$ cat src/rtl/forest_pkg.sv
// forest_pkg: shared FSM state type and default sizing for the node memory arbiter.
package forest_pkg;
    localparam int DEF_NUM_REQ = 4;
    localparam int DEF_IDX_W   = 3;
    localparam int DEF_DATA_W  = 8;
    typedef enum logic [1:0] {IDLE, ISSUE, WAIT, RESP} arb_state_t;
endpackage

$ cat src/rtl/rr_arbiter.sv
// rr_arbiter: combinational round-robin pick of the first request at or after rr_ptr.
module rr_arbiter #(
    parameter int NUM_REQ = 4,
    parameter int PTR_W   = (NUM_REQ > 1) ? $clog2(NUM_REQ) : 1
) (
    input  logic [NUM_REQ-1:0] req,
    input  logic [PTR_W-1:0]   rr_ptr,
    output logic [PTR_W-1:0]   winner,
    output logic               any_req
);
    logic [PTR_W-1:0] j;
    // Scanning from the far end lets the closest request to rr_ptr overwrite the rest.
    always_comb begin
        winner = '0;
        j      = '0;
        for (int k = NUM_REQ - 1; k >= 0; k--) begin
            j = PTR_W'((int'(rr_ptr) + k) % NUM_REQ);
            if (req[j]) winner = j;
        end
    end
    assign any_req = |req;
endmodule

$ cat src/rtl/node_mem_arbiter.sv
// node_mem_arbiter: round-robin sharing of one node memory among branch-stage requesters,
// one read in flight at a time.
module node_mem_arbiter
    import forest_pkg::*;
#(
    parameter int NUM_REQ = DEF_NUM_REQ,
    parameter int IDX_W   = DEF_IDX_W,
    parameter int DATA_W  = DEF_DATA_W
) (
    input  logic                     clk,
    input  logic                     rst_n,
    input  logic [NUM_REQ-1:0]       req_valid,
    input  logic [NUM_REQ*IDX_W-1:0] req_idx,
    output logic [NUM_REQ-1:0]       resp_valid,
    output logic [DATA_W-1:0]        resp_data,
    input  logic                     mem_rdy,
    output logic                     mem_rd_en,
    output logic [IDX_W-1:0]         mem_addr,
    input  logic [DATA_W-1:0]        mem_rd_data,
    output logic                     busy
);
    localparam int PTR_W = (NUM_REQ > 1) ? $clog2(NUM_REQ) : 1;
    arb_state_t       state;
    logic [PTR_W-1:0] rr_ptr;
    logic [PTR_W-1:0] grant_id;
    logic [PTR_W-1:0] winner;
    logic [IDX_W-1:0] idx;
    logic             any_req;
    rr_arbiter #(.NUM_REQ(NUM_REQ), .PTR_W(PTR_W)) u_rr (
        .req     (req_valid),
        .rr_ptr  (rr_ptr),
        .winner  (winner),
        .any_req (any_req)
    );
    always_ff @(posedge clk or negedge rst_n) begin
        if (!rst_n) begin
            state      <= IDLE;
            rr_ptr     <= '0;
            grant_id   <= '0;
            idx        <= '0;
            resp_data  <= '0;
            resp_valid <= '0;
        end else begin
            case (state)
                IDLE: if (any_req) begin
                    grant_id <= winner;
                    idx      <= req_idx[int'(winner)*IDX_W +: IDX_W];
                    rr_ptr   <= (winner == PTR_W'(NUM_REQ - 1)) ? '0 : winner + 1'b1;
                    state    <= ISSUE;
                end
                ISSUE: if (mem_rdy) state <= WAIT;
                WAIT: begin
                    resp_data  <= mem_rd_data;
                    resp_valid <= NUM_REQ'(1) << grant_id;
                    state      <= RESP;
                end
                RESP: begin
                    resp_valid <= '0;
                    state      <= IDLE;
                end
                default: state <= IDLE;
            endcase
        end
    end
    // Memory-side outputs decode straight from state/latched index, so requests never reach them combinationally.
    assign mem_rd_en = state == ISSUE;
    assign mem_addr  = idx;
    assign busy      = state != IDLE;
endmodule

$ cat config.mk
export PLATFORM = sky130hd
export DESIGN_NAME = node_mem_arbiter
export DESIGN_NICKNAME = d
export VERILOG_FILES = /design/src/rtl/forest_pkg.sv /design/src/rtl/rr_arbiter.sv /design/src/rtl/node_mem_arbiter.sv
export SDC_FILE = /design/constraint.sdc
export NUM_CORES = 1
export LEC_CHECK = 0
export ABC_AREA = 1
export CELL_PAD_IN_SITES_DETAIL_PLACEMENT = 0
export CELL_PAD_IN_SITES_GLOBAL_PLACEMENT = 1
export CORE_ASPECT_RATIO = 1.1
export CORE_MARGIN = 2
export CORE_UTILIZATION = 28
export DETAILED_ROUTE_END_ITERATION = 8
export PLACE_DENSITY = 0.83
export REMOVE_ABC_BUFFERS = 1
export SETUP_SLACK_MARGIN = 0.1
export SYNTH_ARGS = -nofsm -noshare
export SYNTH_HDL_FRONTEND = slang
export SYNTH_SLANG_ARGS = --single-unit
$ cat constraint.sdc
create_clock -name clk -period 1.4 [get_ports clk]
set_input_delay 0.42 -clock clk [delete_from_list [all_inputs] [get_ports clk]]
set_output_delay 0.42 -clock clk [all_outputs]
set_load 0.005 [all_outputs]
Word level (Yosys, flattened, before mapping)
Index checks and enable logic that the tools add are counted.
- mux-type cells: 17
- shift-type cells: 2
- equality and inequality tests: 6
- add/subtract/negate cells: 4
- multiply operators: 1
- magnitude comparators: 4
- reductions and logical operators: 6
- operators by type and width (kind ; count):
    two-way mux 2 bit ; 7
    less-than comparator 2 x 3 -> 1 bit, second input constant ; 4
    indexed part select 12 x 5 -> 3 bit ; 1
    binary-select mux 1 bit (select 2 bit) ; 4
    one-hot mux 2 bit (4 select lines) ; 1
    one-hot mux 4 bit (2 select lines) ; 1
    equality test 2 bit, second input constant ; 3
    adder 2 x 1 -> 2 bit, second input constant ; 2
    adder 2 bit, second input constant ; 2
    multiplier 2 x 2 -> 4 bit, second input constant ; 1
    two-way mux 1 bit ; 4
    inequality test 2 bit, second input constant ; 2
    AND reduction 2 bit ; 2
    nonzero test 2 bit ; 2
    OR reduction 4 bit ; 1
    left shift 1 x 2 -> 4 bit, first input constant ; 1
    equality test 2 x 1 -> 1 bit, second input constant ; 1
    zero test 2 bit ; 1
- input port bits: 27
- flip-flop bits (word level): 21
- output and inout bits: 17

Depth between registers and ports, before layout
Gate-level depths: netlist of run 1.
- depth after elaboration: 9
- mapped depth: 14
- depth with buffers taken out: 13

Hierarchy
Synthesis of run 1 repeated with hierarchy kept, for this count alone.
- cell total of the unflattened synthesis: 188
- area total of the unflattened synthesis: 1296.2 µm²
- by module, submodules not included (module ; times used ; cells each ; area an instance (µm²)):
    node_mem_arbiter ; 1 ; 142 ; 1107.3
    rr_arbiter ; 1 ; 46 ; 188.9

Worst setup path before layout of run 1
OpenSTA, ideal clock, no wires.
- path type: reg-to-reg
- start point: reg rr_ptr[0]
- end point: reg idx[0] (netlist: mem_addr[0])
- data arrival time: 1.318 ns
- stages on the path, launching flop included: 12
- period minus slack after synthesis: 1.434 ns
- setup slack: -0.034 ns
- buffers on the path: 1
- path through: dfrtp_1 -> buf_6 -> o21ai_1 -> nand2_2 -> nand3_4 -> nand3_4 -> nand2_4 -> nand2_1 -> nand3_1 -> nand2_1 -> nand2_1 -> nand2_1
- longest elaborated chain between the ends: 9
- ends and longest elaborated chain (element ; line ; source):
    from (decl) ; node_mem_arbiter.sv:24 ; logic [PTR_W-1:0] rr_ptr;
    from (signal assigned) ; node_mem_arbiter.sv:48 ; rr_ptr <= (winner == PTR_W'(NUM_REQ - 1)) ? '0 : winner + 1'b1;
    adder 2 bit ; rr_arbiter.sv:17 ; j = PTR_W'((int'(rr_ptr) + k) % NUM_REQ);
    binary-select mux 1 bit (select 2 bit) ; rr_arbiter.sv:18 ; if (req[j]) winner = j;
    two-way mux 1 bit (not written as such) ; rr_arbiter.sv:18 ;
    two-way mux 2 bit (3 in a row) ; rr_arbiter.sv:18 ;
    two-way mux 2 bit (*) ; rr_arbiter.sv:18 ;
    multiplier 2 x 2 -> 4 bit (*) ; node_mem_arbiter.sv:47 ; idx <= req_idx[int'(winner)*IDX_W +: IDX_W];
    indexed part select 12 x 5 -> 3 bit (*) ; node_mem_arbiter.sv:47 ;
    to (signal assigned) ; node_mem_arbiter.sv:47 ;
    to (decl) ; node_mem_arbiter.sv:27 ; logic [IDX_W-1:0] idx;
Every way passes the cells marked *; elsewhere a longest branch is shown, timed or not. The select of a mux whose other input is x is not followed.
A chain may end at the register's enable or synchronous reset.

Worst setup path after layout of run 1
Ends and elaborated chain as after synthesis.

==> parameters.txt, run 1 <==
Parameter                              Value

Timing
  Setup violators final ... 11
  RSZ-0062 raised after global routing ... yes
  Number of max-slew violations in the final report ... 0
  Ratio of final minimum period to clock period ... 115%
  Peak Freq ... 621 MHz
  Clk_skew ... 0.00487 ns
  Total negative slack for setup checks ... -1.42 ns
  Actual slew at the worst max-slew pin ... 0.336 ns
  Worst setup slack after layout ... -0.211 ns
  Final critical delay including setup and external delays ... 1.61 ns
  Final hold vios ... 0
  Remaining max-slew budget at the tightest pin ... 77.6%

Global routing
  First-pass GRT wire length ... 5040 um
  Largest net degree at the start of global routing ... 22
  Initial antenna violation count ... 0
  Vias in the first global route ... 1,295
  Global Route Usage Sum ... 12.7%
  Grt total ovfl ... 0

Floorplan
  Total number of placement rows ... 25
  Die footprint ... 5040 um2
  Top-level I/O count ... 44
  Initial cell density of the core ... 29.1%
  Die Height ... 74.3 um
  Width of the die ... 67.9 um
  Core box area ... 4320 um2

Flow run
  Max Cap Violations ... 0

Layout
  Count of fill cells added during filler insertion ... 429
  Number of inserted diodes ... 0
  Finished layout cell area ... 2210 um2
  Most common cell after layout, fill and taps aside ... sky130_fd_sc_hd__nand2_1
  Area growth from synthesis to layout ... 75.6%
  Area of combinational cells with multiple inputs ... 787 um2
  Non-filler cells in the finished layout ... 292
  Area taken by flip-flops and latches ... 528 um2
  Layout cell share with drive strength beyond 1 ... 37.8%
  Nets@finish ... 270
  Top library cells by usage in the layout, fill and taps aside ... 43 x sky130_fd_sc_hd__nand2_1, 22 x sky130_fd_sc_hd__clkdlybuf4s50_1, 19 x sky130_fd_sc_hd__dfrtp_1, 19 x sky130_fd_sc_hd__buf_4, 18 x sky130_fd_sc_hd__inv_1

Setup path
  Critical Path Source Type ... flop
  Endpoint class of the critical path ... flop
  Class of the most critical setup path ... reg2reg
  Arrival @ worst endpoint ... 1.76 ns
  Critical path peak fanout ... 8
  Critical path required time ... 1.54 ns

Clock network
  Number of hold buffers added after CTS ... 0
  Buffer cell driving the clock tree root ... sky130_fd_sc_hd__clkbuf_8
  # clock sinks ... 21
  Max clock buf depth ... 2
  CTS clk-pin slew, worst paths ... 0.07 ns
  H-tree levels ... 1
  Total CTS buffers ... 3
  Clock latency on the worst-skew pair ... 0.25 ns
  CTS tree ... done

Detailed routing
  Number of vias per cell after detailed routing ... 4.47
  Antenna Nets Post-Route ... 0
  Routed wire length ... 3230 um
  Vias ... 1,305
  Wire per inst ... 11.1 um
  Number of DRC markers in iteration 0 ... 29
  Number of search-and-repair iterations in the first detailed-routing pass ... 4
  Number of DRC violations after detailed routing ... 0

Yosys
  Synthesized area ... 1260 um2
  Primary FF master, synth ... sky130_fd_sc_hd__dfrtp_1
  Synthesized area per cell ... 7.52 um2
  Part of the Yosys area used for sequential elements ... 41.8%
  Number of enable-type register cells in the synthesized netlist ... 0
  Synthesized flop and latch total ... 21
  Post-synthesis instance total ... 167
  Asr flop ratio synth ... 100%
  Ys Warns ... 0
  Number of unique standard cell types used by synthesis ... 24

Outcome
  Run status ... complete, but fails checks
  Failing checks ... negative setup slack

Placed design
  HPWL after detailed placement ... 2220 um
  Number of buffer cells added on primary ports ... 43
  Placed insts ... 276
  Placement Cell Area ... 1860 um2
  GP Congestion ... 0.847

Power
  Leakage power ... 1.10 nW
  Maximum vdd drop ... 1220 uV
  Power density of the placed cells ... 2240 nW/um2
  Post-layout power ... 4.93 mW

Worst hold path
  Worst min path class ... reg2reg
[layout make-up]
| cell class | count | share of cell area [%] |
|---|---|---|
| multi-input cells | 114 | 35.7 |
| repair buffers | 69 | 29.2 |
| flip-flops and latches | 21 | 23.9 |
| inverters | 29 | 5.84 |
| well taps | 54 | 3.06 |
| clock buffers | 4 | 2.04 |
| repair inverters | 1 | 0.284 |
[timing repair]
action                                  4_1_cts  5_1_grt
resized for setup                            67       46
pin swaps                                    16       13
buffers inserted                             10        2
endpoints found under the setup margin       38       20
cloned                                        0        1
[metal layers]
layer / wire length [um] / global-route usage [%] / vias up / part of all wire (%)
li1: - / - / 665 / -
met2: 1690 / 24.7 / 40 / 52
met1: 1280 / 13.5 / 592 / 40
met3: 179 / 1.51 / 8 / 5.5
met5: 0 / 0 / - / 0
met4: 80 / 5.78 / 0 / 2.5
[per-stage QoR]
stage / hold slack (ns) / utilization [%] / setup WS (ns)
floorplan: 0.124 / - / -0.103
global placement: 0.452 / 43.1 / -0.571
detailed placement: 0.459 / 43.1 / -0.652
CTS: 0.477 / 47.1 / -0.152
global route: 0.493 / 51.1 / -0.295
finish: 0.469 / 51.1 / -0.211
[critical path: stages, from the launching register on]
cell and delay [ns]:
sky130_fd_sc_hd__dfrtp_2 0.49, sky130_fd_sc_hd__inv_4 0.13, sky130_fd_sc_hd__nand2_2 0.06, sky130_fd_sc_hd__nand2_2 0.07, sky130_fd_sc_hd__nand2_2 0.07, sky130_fd_sc_hd__nand3_4 0.12, sky130_fd_sc_hd__nand3_4 0.15, sky130_fd_sc_hd__nand2_8 0.13
sky130_fd_sc_hd__nand2_1 0.05, sky130_fd_sc_hd__nand3_1 0.06, sky130_fd_sc_hd__nand2_1 0.05, sky130_fd_sc_hd__nand2_1 0.06, sky130_fd_sc_hd__nand2_1 0.04
[cell usage after synthesis, types with 2 or more instances]
cell type                   n  share of area, %
sky130_fd_sc_hd__o21ai_0    4               1.6
sky130_fd_sc_hd__clkbuf_1   2              0.60
sky130_fd_sc_hd__nand2_1   56                17
sky130_fd_sc_hd__nor2_1     3              0.90
sky130_fd_sc_hd__inv_2      2              0.60
sky130_fd_sc_hd__inv_1     26               7.8
sky130_fd_sc_hd__ha_1       4               4.0
sky130_fd_sc_hd__o31ai_1    2               1.2
sky130_fd_sc_hd__a21oi_1    2              0.80
sky130_fd_sc_hd__nand3_4    2               2.8
sky130_fd_sc_hd__nand2_4    3               2.7
sky130_fd_sc_hd__nand3_1   24               9.6
sky130_fd_sc_hd__dfrtp_1   21                42
sky130_fd_sc_hd__nand4_1    2               1.0
sky130_fd_sc_hd__nand2_2    5               2.5
[cell families (layout without fill, tap and decap cells)]
logic type | Yosys count | in the layout | synth area share (%)
adder cells (fa/ha/maj) | 4 | 4 | 3.98
AND/OR/NAND/NOR | 98 | 98 | 37.7
buffers and inverters | 32 | 103 | 10.4
AO/OA/AOI/OAI | 12 | 12 | 6.08
flip-flops | 21 | 21 | 41.8
[path summary, 6_finish.rpt]
kind,startpoint,to,slack [ns],cells past startpoint
hold reg to reg,resp_data[4]$_DFFE_PN0P_,resp_data[4]$_DFFE_PN0P_,0.47,2
min in group asynchronous,rst_n,resp_data[1]$_DFFE_PN0P_,0.51,2
setup / recovery,rr_ptr[0]$_DFFE_PN0P_,mem_addr[0]$_DFFE_PN0P_,-0.21,12
setup reg to reg,rr_ptr[0]$_DFFE_PN0P_,mem_addr[0]$_DFFE_PN0P_,-0.21,12
hold / removal,resp_data[4]$_DFFE_PN0P_,resp_data[4]$_DFFE_PN0P_,0.47,2
max in group asynchronous,rst_n,rr_ptr[1]$_DFFE_PN0P_,0.74,2
[where the power goes]
part           internal [mW]  switching, mW
clock network          0.202          0.174
registers              0.899          0.204
logic                   1.66           1.79
total                   2.76           2.17
[state kept, by name (all words and copies together), names as in the netlist]
signal and cells:
grant_id 2, resp_valid 4, state 2, resp_data 8, mem_addr 3, rr_ptr 2
(Power assumes the default switching activity.)
==> run 2: changes to the inputs <==
--- a/config.mk
+++ b/config.mk
@@ -12,7 +12,7 @@
 export CORE_MARGIN = 2
 export CORE_UTILIZATION = 28
 export DETAILED_ROUTE_END_ITERATION = 8
-export PLACE_DENSITY = 0.83
+export PLACE_DENSITY_LB_ADDON = 0.1
 export REMOVE_ABC_BUFFERS = 1
 export SETUP_SLACK_MARGIN = 0.1
 export SYNTH_ARGS = -nofsm -noshare
==> run 2 against run 1 <==
Compared with the run above: total power grew 9.0%; sequential power is essentially flat; critical endpoint is now mem_addr[2]$_DFFE_PN0P_; fmax grew 0.84%; the run still ends with negative setup slack left; count of clock-buffer cells in the layout shrank 1; worst setup slack gained 0.013 ns.
==> parameters.txt, run 2 (synthesized netlist as in run 1, its figures left out) <==
Parameter                              Value

Detailed routing
  Antenna Nets Post-Route ... 0 (unchanged)
  Vias ... 1,350 (+3.4%)
  Number of DRC violations after detailed routing ... 0 (unchanged)
  Number of vias per cell after detailed routing ... 4.43 (-0.96%)
  Number of DRC markers in iteration 0 ... 31 (+6.9%)
  Number of search-and-repair iterations in the first detailed-routing pass ... 4 (unchanged)
  Wire per inst ... 11.4 um (+3.1%)
  Routed wire length ... 3480 um (+7.6%)

Clock network
  Clock latency on the worst-skew pair ... 0.26 ns (about the same)
  Total CTS buffers ... 3 (unchanged)
  CTS clk-pin slew, worst paths ... 0.08 ns (about the same)
  Number of hold buffers added after CTS ... 0 (unchanged)
  # clock sinks ... 21 (unchanged)
  H-tree levels ... 1 (unchanged)
  Buffer cell driving the clock tree root ... sky130_fd_sc_hd__clkbuf_8
  Max clock buf depth ... 2 (unchanged)
  CTS tree ... done

Layout
  Max FFs per register ... 8 (unchanged)
  Number of inserted diodes ... 0 (unchanged)
  Count of fill cells added during filler insertion ... 405 (-5.6%)
  Top library cells by usage in the layout, fill and taps aside ... 33 x sky130_fd_sc_hd__nand2_1, 31 x sky130_fd_sc_hd__buf_4, 22 x sky130_fd_sc_hd__clkdlybuf4s50_1
  Final Core Density ... 54.4% (+3.3 points)
  Nets@finish ... 283 (+4.8%)
  Most common cell after layout, fill and taps aside ... sky130_fd_sc_hd__nand2_1
  Finished layout cell area ... 2350 um2 (+6.5%)
  Top register by number of flip-flops ... resp_data
  Non-filler cells in the finished layout ... 305 (+4.5%)
  Layout cell share with drive strength beyond 1 ... 50.2% (+12 points)
  Area growth from synthesis to layout ... 87.0%

Timing
  Setup violators final ... 17 (+6)
  RSZ-0062 raised after global routing ... yes
  Smallest hold slack ... 0.484 ns (+0.0146 ns)
  Remaining max-slew budget at the tightest pin ... 81.1% (+3.6 points)
  Number of max-slew violations in the final report ... 0 (unchanged)
  Clk_skew ... 0.00231 ns (-0.00256 ns)
  Final critical delay including setup and external delays ... 1.60 ns (-0.0135 ns)
  Peak Freq ... 626 MHz (+0.84%)
  Ratio of final minimum period to clock period ... 114% (-0.96 points)
  Actual slew at the worst max-slew pin ... 0.282 ns (-0.0539 ns)
  Final hold vios ... 0 (unchanged)
  Worst setup slack after layout ... -0.198 ns (+0.0135 ns)

Power
  Gate power share ... 72.0% (+2.0 points)
  Leakage power ... 1.19 nW (+8.1%)
  Power density of the placed cells ... 2290 nW/um2 (+2.4%)
  Maximum vdd drop ... 1280 uV (+4.5%)
  Net switching fraction of the power ... 44.1% (+0.10 points)
  Sequential power share ... 20.8% (-1.6 points)
  Psw ... 2.37 mW (+9.3%)
  Clock power share ... 7.2% (-0.4 points)
  Internal Dissipation ... 3.00 mW (+8.8%)

Global routing
  Initial antenna violation count ... 0 (unchanged)
  Global Route Usage Sum ... 14.7% (+2.0 points)
  Grt total ovfl ... 0 (unchanged)
  Vias in the first global route ... 1,285 (-0.77%)
  Largest net degree at the start of global routing ... 22 (unchanged)
  First-pass GRT wire length ... 5640 um (+12%)

Floorplan
  Die Height ... 74.3 um (unchanged)
  Initial cell density of the core ... 29.1% (unchanged)
  Core box area ... 4320 um2 (unchanged)
  Total number of placement rows ... 25 (unchanged)
  Top-level I/O count ... 44 (unchanged)
  Width of the die ... 67.9 um (unchanged)
  Die footprint ... 5040 um2 (unchanged)

Setup path
  Critical path destination ... mem_addr[2]$_DFFE_PN0P_
  Critical Path Source Type ... flop
  Source of the critical timing path ... rr_ptr[0]$_DFFE_PN0P_
  Arrival @ worst endpoint ... 1.75 ns (about the same)
  Number of cell instances on the worst register-to-register path ... 11 (-1)
  Capturing point of the worst reg2reg path ... mem_addr[2]$_DFFE_PN0P_
  Setup slack on the worst flop-to-flop path ... -0.20 ns (about the same)
  Launch point of the worst reg-to-reg path ... rr_ptr[0]$_DFFE_PN0P_
  Critical path peak fanout ... 8 (unchanged)
  Endpoint class of the critical path ... flop
  Critical path required time ... 1.55 ns (about the same)
  Class of the most critical setup path ... reg2reg

Flow run
  Max Cap Violations ... 0 (unchanged)

Worst hold path
  Worst min path class ... reg2reg

Placed design
  Placement Cell Area ... 1860 um2 (-0.27%)
  HPWL after detailed placement ... 2480 um (+12%)
  Placed insts ... 277 (+0.36%)
  GP Congestion ... 0.763 (-10%)
  Worst slack after detailed placement ... -0.627 ns (+0.0251 ns)
  Number of buffer cells added on primary ports ... 43 (unchanged)

Outcome
  Run status ... complete, but fails checks
  Failing checks ... negative setup slack
run 2: worst min path at each step:
stage / start / end / slack, ns / cells past startpoint
after floorplan: rst_n / grant_id[0]$_DFFE_PN0P_ / 0.12 / 0
after global placement: resp_data[5]$_DFFE_PN0P_ / resp_data[5]$_DFFE_PN0P_ / 0.45 / 2
after detailed placement: resp_data[0]$_DFFE_PN0P_ / resp_data[0]$_DFFE_PN0P_ / 0.46 / 2
after CTS: resp_data[0]$_DFFE_PN0P_ / resp_data[0]$_DFFE_PN0P_ / 0.48 / 2
after global routing: rst_n / resp_valid[3]$_DFFE_PN0P_ / 0.52 / 2
final: resp_data[0]$_DFFE_PN0P_ / resp_data[0]$_DFFE_PN0P_ / 0.48 / 2
run 2: power by group through the flow:
stage / registers, mW / clock network [mW] / logic, mW
after detailed placement: 1.10 / 0 / 2.61
final: 1.12 / 0.389 / 3.87
after floorplan: 1.10 / 0 / 1.45
after global placement: 1.09 / 0 / 2.54
after CTS: 1.11 / 0.409 / 3.36
after global routing: 1.15 / 0.446 / 4.25
run 2: final cells by class:
cell class                      instances  area [um2]  share of cell area, %
Clock buffer                            3        41.3                   1.76
Clock inverter                          1        5.00                  0.213
Inverter                               29         126                   5.38
Multi-Input combinational cell        114         878                   37.4
Sequential cell                        21         528                   22.5
Tap cell                               54        67.6                   2.88
Timing Repair Buffer                   83         702                   29.9
run 2: what timing repair did:
item,4_1_cts,5_1_grt
endpoints found under the hold margin,0,0
resized for setup,94,51
setup endpoints to repair,38,35
gates cloned,0,0
pin swaps,15,22
buffers inserted,16,9
run 2: layer usage:
layer | GRT usage, % | wire (um)
met5 | 0 | 0
met4 | 6.89 | 76
met3 | 1.66 | 131
met2 | 26.3 | 1920
met1 | 17.5 | 1350
run 2: worst max-delay path, cell delays in order (launching register included):
cell	delay [ns]
sky130_fd_sc_hd__dfrtp_2	0.49
sky130_fd_sc_hd__inv_4	0.12
sky130_fd_sc_hd__nand3_2	0.07
sky130_fd_sc_hd__and2_4	0.15
sky130_fd_sc_hd__nand3_4	0.10
sky130_fd_sc_hd__nand3_4	0.15
sky130_fd_sc_hd__nand2_8	0.15
sky130_fd_sc_hd__nand2_2	0.06
sky130_fd_sc_hd__nand3_2	0.06
sky130_fd_sc_hd__nand2_2	0.05
sky130_fd_sc_hd__nand2_2	0.05
sky130_fd_sc_hd__nand2_1	0.04
run 2: metrics by stage:
step / TNS (ns) / power (mW)
finish: -1.97 / 5.38
global route: -3.67 / 5.85
CTS: -1.19 / 4.88
detailed placement: -5.34 / 3.70
global placement: -4.77 / 3.63
floorplan: -0.437 / 2.55
